<file path="src/rtl/fp_div_arbiter.sv">
// Round-robin arbiter and sequencer sharing one iterative FP divider among N_REQ requesters.
// Optional divider watchdog is enabled by defining FP_DIV_ARB_TIMEOUT_EN.
module fp_div_arbiter #(
  parameter int DATA_W  = 32,
  parameter int N_REQ   = 4,
  parameter int TIMEOUT = 255
) (
  input  logic                    clk,
  input  logic                    rst_n,
  input  logic [N_REQ-1:0]        req_valid,
  output logic [N_REQ-1:0]        req_ready,
  input  logic [N_REQ*DATA_W-1:0] req_op_a,
  input  logic [N_REQ*DATA_W-1:0] req_op_b,
  output logic [N_REQ-1:0]        rsp_valid,
  input  logic [N_REQ-1:0]        rsp_ready,
  output logic [DATA_W-1:0]       rsp_res,
  output logic                    rsp_err,
  output logic                    busy,
  output logic                    div_start,
  output logic [DATA_W-1:0]       div_op_a,
  output logic [DATA_W-1:0]       div_op_b,
  input  logic                    div_done,
  input  logic [DATA_W-1:0]       div_res
);
  localparam int IDX_W = $clog2(N_REQ);

  if (N_REQ < 2 || N_REQ > 16 || TIMEOUT < 1) begin : g_param_check
    $error("fp_div_arbiter: N_REQ must be 2..16 and TIMEOUT at least 1");
  end

  typedef enum logic [1:0] {IDLE, ISSUE, WAIT, RESP} state_t;

  state_t           state;
  logic [IDX_W-1:0] last;
  logic [IDX_W-1:0] cur;
  logic [IDX_W-1:0] pick;
  logic [IDX_W-1:0] idx;
  logic             pick_ok;

`ifdef FP_DIV_ARB_TIMEOUT_EN
  localparam int CNT_W = $clog2(TIMEOUT + 1);
  localparam logic [DATA_W-1:0] QNAN = DATA_W'(32'h7FC0_0000);
  logic [CNT_W-1:0] wait_cnt;
  logic             err_q;
  assign rsp_err = err_q;
`else
  assign rsp_err = 1'b0;
`endif

  // Round-robin search starting one past the last granted requester.
  always_comb begin
    pick    = last;
    pick_ok = 1'b0;
    idx     = '0;
    for (int k = 1; k <= N_REQ; k++) begin
      idx = IDX_W'((int'(last) + k) % N_REQ);
      if (!pick_ok && req_valid[idx]) begin
        pick_ok = 1'b1;
        pick    = idx;
      end
    end
  end

  // Handshakes: a request transfers in the IDLE cycle where req_valid[i] and req_ready[i]
  // are both high (requesters hold valid until then); a response transfers in the cycle
  // where rsp_valid[g] and rsp_ready[g] are both high.
  always_comb begin
    req_ready = '0;
    if (rst_n && state == IDLE && pick_ok) req_ready[pick] = 1'b1;
  end

  always_ff @(posedge clk or negedge rst_n) begin
    if (!rst_n) begin
      state     <= IDLE;
      last      <= IDX_W'(N_REQ - 1);
      cur       <= '0;
      div_op_a  <= '0;
      div_op_b  <= '0;
      div_start <= 1'b0;
      busy      <= 1'b0;
      rsp_valid <= '0;
      rsp_res   <= '0;
`ifdef FP_DIV_ARB_TIMEOUT_EN
      wait_cnt  <= '0;
      err_q     <= 1'b0;
`endif
    end else begin
      case (state)
        IDLE: begin
          if (pick_ok) begin
            cur       <= pick;
            last      <= pick;
            div_op_a  <= req_op_a[int'(pick)*DATA_W +: DATA_W];
            div_op_b  <= req_op_b[int'(pick)*DATA_W +: DATA_W];
            div_start <= 1'b1;
            busy      <= 1'b1;
            state     <= ISSUE;
          end
        end
        ISSUE: begin
          // div_done may still be high from the previous operation; never look at it here.
          div_start <= 1'b0;
          state     <= WAIT;
`ifdef FP_DIV_ARB_TIMEOUT_EN
          wait_cnt  <= '0;
`endif
        end
        WAIT: begin
          if (div_done) begin
            rsp_res        <= div_res;
            rsp_valid      <= '0;
            rsp_valid[cur] <= 1'b1;
            state          <= RESP;
`ifdef FP_DIV_ARB_TIMEOUT_EN
            err_q          <= 1'b0;
`endif
          end
`ifdef FP_DIV_ARB_TIMEOUT_EN
          else if (wait_cnt == CNT_W'(TIMEOUT - 1)) begin
            rsp_res        <= QNAN;
            err_q          <= 1'b1;
            rsp_valid      <= '0;
            rsp_valid[cur] <= 1'b1;
            state          <= RESP;
          end else begin
            wait_cnt <= wait_cnt + 1'b1;
          end
`endif
        end
        RESP: begin
          if (rsp_ready[cur]) begin
            rsp_valid <= '0;
            busy      <= 1'b0;
            state     <= IDLE;
          end
        end
        default: state <= IDLE;
      endcase
    end
  end
endmodule

</file>
<file path="config.mk">
export PLATFORM = sky130hd
export DESIGN_NAME = fp_div_arbiter
export DESIGN_NICKNAME = d
export VERILOG_FILES = /design/src/rtl/fp_div_arbiter.sv
export SDC_FILE = /design/constraint.sdc
export NUM_CORES = 1
export LEC_CHECK = 0
export BUFFER_PORTS_ARGS = -buffer_cell sky130_fd_sc_hd__buf_4
export CAP_MARGIN = 0
export CORE_AREA = 2 2 157 159
export DETAILED_ROUTE_END_ITERATION = 10
export DIE_AREA = 0 0 159 161
export HOLD_SLACK_MARGIN = 0.15
export SLEW_MARGIN = 40
export SYNTH_ARGS = -nofsm -noshare
export SYNTH_HDL_FRONTEND = slang
export SYNTH_SLANG_ARGS = --single-unit
</file>
<file path="constraint.sdc">
create_clock -name clk -period 2.4 [get_ports clk]
set_input_delay 0.12 -clock clk [delete_from_list [all_inputs] [get_ports clk]]
set_output_delay 0.12 -clock clk [all_outputs]
set_load 0.02 [all_outputs]
</file>
==> reports/qor.csv <==
stage,metric,value,unit
logic_synthesis,ys_ff_latch,108,
finish,synthToLayoutAreaGrowth,92.0,%
clock_tree,clockBufferDepth,2,
run_status,outcome,"finished, final reports clean",
power,clkPwrFrac,12.5,%
logic_synthesis,yosys.area.top_type,dfrtp_1,
power,p_switching,5.74,mW
timing,rsz0062_at_grt,false,
floorplanning,rows,57,
floorplanning,io_pins,406,
timing,post-route-period-util,94.8,%
logic_synthesis,synth.net_count,976,
drt,num_vias,8210,
timing,drv_slew,0,
power,p_leak,6.02,nW
power,swShare,45.2,%
logic_synthesis,postSynth.asyncResetShare,100,%
logic_synthesis,synth_area,6630,sq um
critical_path,critPathKind,flip-flop to output port,
clock_tree,cts-buffers-inserted,9,
timing,finalWorstSetupSlack,0.126,ns
place,place_congestion,0.857,
floorplanning,start_util,27.7,%
critical_path,required,2.28,ns
logic_synthesis,synth_most_common_cell,dfrtp_1,
global_routing,first_global_vias,8822,
power,power_density,997,nW/um^2
drt,drc_errors,0,
drt,drt-initial-drc-count,560,
logic_synthesis,syn_area_per_cell,9.85,sq um
clock_tree,h-tree-depth,3,
place,placed_area,10000,sq um
timing,tns,0,ns
drt,routedWlPerCell,19.8,microns
logic_synthesis,yosys-top-cells-count,"106 x dfrtp_1, 78 x nand2_1, 65 x a21o_1, 65 x o211ai_1",
critical_path,path_max_fanout,9,
logic_synthesis,synth_cell_types,33,
global_routing,grt_usage,24.1,%
timing,slew_headroom,60.1,%
global_routing,antenna_found_initial,0,
floorplanning,core_area,24000,sq um
place,place_ws,0.327,ns
place,io_buffer_count,404,
clock_tree,clkSlewWorstSetupHoldPaths,0.09,ns
critical_path,crit_path_end_kind,output port,
logic_synthesis,syn_inst,673,
logic_synthesis,yosysSeqAreaShare,40.8,%
clock_tree,clkLatencyLatePin,0.36,ns
power,share_comb_of_total_power,61.5,%
place,hpwl,19.9,mm
critical_path,worst_path_max_delay_cell,dfrtp_1,
timing,max_slew.worst_pin.slew,0.598,ns
drt,vias_per_cell,5.12,
logic_synthesis,synth.area.top_cells,"dfrtp_1 40%, mux2i_1 9.7%, a21o_1 7.4%, o211ai_1 7.4%, o31ai_1 7.2%",
logic_synthesis,yosysWarnings,0,
timing,hold_violations,0,
timing,finalClockSkew,0.0113,ns
flow_run,drv_cap,0,
finish,post-route-util,53.1,%
critical_path,crit_chain,inv_1 -> ha_1 -> and2_1 -> nand2_1 -> nor3_1 -> buf_4,
global_routing,grt_overflow,0,
finish,instances_no_fill,1605,
finish,nNetsFinal,1579,
place,dp_cells,1350,
critical_path,cp.arrival,2.15,ns
clock_tree,clockRootBuffer,clkbuf_16,
floorplanning,die_area,25600,sq um
floorplanning,die_h,161,microns
drt,wl,31.7,mm
critical_path,startpoint_type,flip-flop,
power,seqPwrFrac,26.0,%
clock_tree,clock_sinks,108,
drt,dr.pass1.iters,7,
global_routing,grt_max_degree,87,
power,internal_power,6.95,mW
logic_synthesis,yosysTopAreaCellShare,40.0,%
power,ir_worst_vdd,514,uV
clock_tree,cts_tree,built,
worst_hold_path,hp-class,input port to flip-flop,
logic_synthesis,synth_edf_count,0,
finish,drive_gt1_share,38.4,%
finish,nFillCells,2099,
timing,finalCriticalPeriod,2.27,ns
finish,n_antenna_cell,0,
timing,setup_viol,0,
critical_path,max_stage_delay,0.41,ns
timing,max_freq,0.440,GHz
global_routing,grt_pass1_wl,48.9,mm
finish,final_area,12700,sq um
drt,ant_nets,0,
logic_synthesis,synth-main-ff-cell,dfrtp_1,
floorplanning,die_w,159,microns
-- layer usage --
metal / routed length (microns) / track usage, % / share of wire [%]
met3: 2100 / 5.08 / 6.6
met4: 1390 / 10.9 / 4.4
met5: 0 / 0 / 0
met2: 15800 / 42.6 / 50
met1: 12400 / 28.3 / 39
-- sequential cells by signal, summed over array words and instances, names as in the netlist --
name,cells
div_op_b,32
rsp_valid,4
busy,1
cur,2
div_op_a,32
last,2
rsp_res,32
state,2
div_start,1
-- kinds of logic after synthesis --
logic type,count (synthesis),share of synthesized area [%]
buf+inv,81,6.13
simple gates,168,12.6
fa+ha+maj,4,0.755
other cells,1,0.0566
mux,98,15.6
flops,108,40.8
compound gates,213,24.0
-- cell usage in the layout, fill, tap and decap left out, types with 4 or more instances in the layout --
cell type and n:
buf_4 419, mux2i_1 64, o31ai_1 64, buf_12 10, dfrtp_1 106, clkbuf_16 9, dlygate4sd3_1 239, nor3_1 4
ha_1 4, nand2b_1 4, nor2_1 7, nand4_1 64, mux2_2 33, inv_1 5, o21ai_0 6, nand2_1 75
a21o_1 64, o41ai_1 4, o211ai_1 65
-- what timing repair did --
action / 4_1_cts / 5_1_grt
pin swaps: 0 / 0
setup endpoints to repair: 2 / 2
endpoints found under the hold margin: 197 / 0
buffers inserted: 0 / 0
hold buffers: 239 / 0
gates resized for setup: 1 / 2
-- power by group through the flow --
stage | Clock (mW) | Sequential [mW] | Combinational (mW)
final | 1.59 | 3.29 | 7.80
after global routing | 1.70 | 3.40 | 8.34
after CTS | 1.65 | 3.28 | 7.77
after detailed placement | 0 | 3.31 | 7.44
after global placement | 0 | 3.29 | 7.37
after floorplan | 0 | 4.21 | 3.53
-- area by class of cell --
| type | instances | area [sq um] | area share [%] |
|---|---|---|---|
| Multi-Input combinational cell | 484 | 3560 | 27.9 |
| Clock buffer | 9 | 225 | 1.77 |
| Sequential cell | 108 | 2710 | 21.3 |
| Inverter | 5 | 18.8 | 0.147 |
| Timing Repair Buffer | 668 | 5740 | 45.1 |
| Clock inverter | 7 | 77.6 | 0.610 |
| Tap cell | 324 | 405 | 3.19 |
-- final timing paths --
| check | slack [ns] | end | cells past startpoint | startpoint |
|---|---|---|---|---|
| worst max-delay path | 0.13 | req_ready[1] | 6 | state[0] |
| worst min-delay path | 0.16 | div_op_a[11] | 4 | req_op_a[11] |
| worst max register to register | 0.32 | div_op_b[24] | 6 | last[0] |
| worst min register to register | 0.49 | rsp_valid[0] | 2 | rsp_valid[0] |
| max in group asynchronous | 1.35 | div_op_a[23] | 3 | rst_n |
| min in group asynchronous | 0.21 | rsp_res[16] | 2 | rst_n |
-- critical path: cells and delay by family (launching register included) --
family,cells,cell delay (ns)
buffers and inverters,2,0.30
adders and majority gates,1,0.26
DFF,1,0.41
and+or+nand+nor,3,0.83
-- metrics by stage --
stage | hold slack (ns) | power [mW]
floorplan | -0.176 | 7.74
CTS | 0.150 | 12.7
detailed placement | 0.0498 | 10.7
global route | 0.157 | 13.4
global placement | 0.0515 | 10.7
finish | 0.159 | 12.7
(Power assumes the default switching activity.)
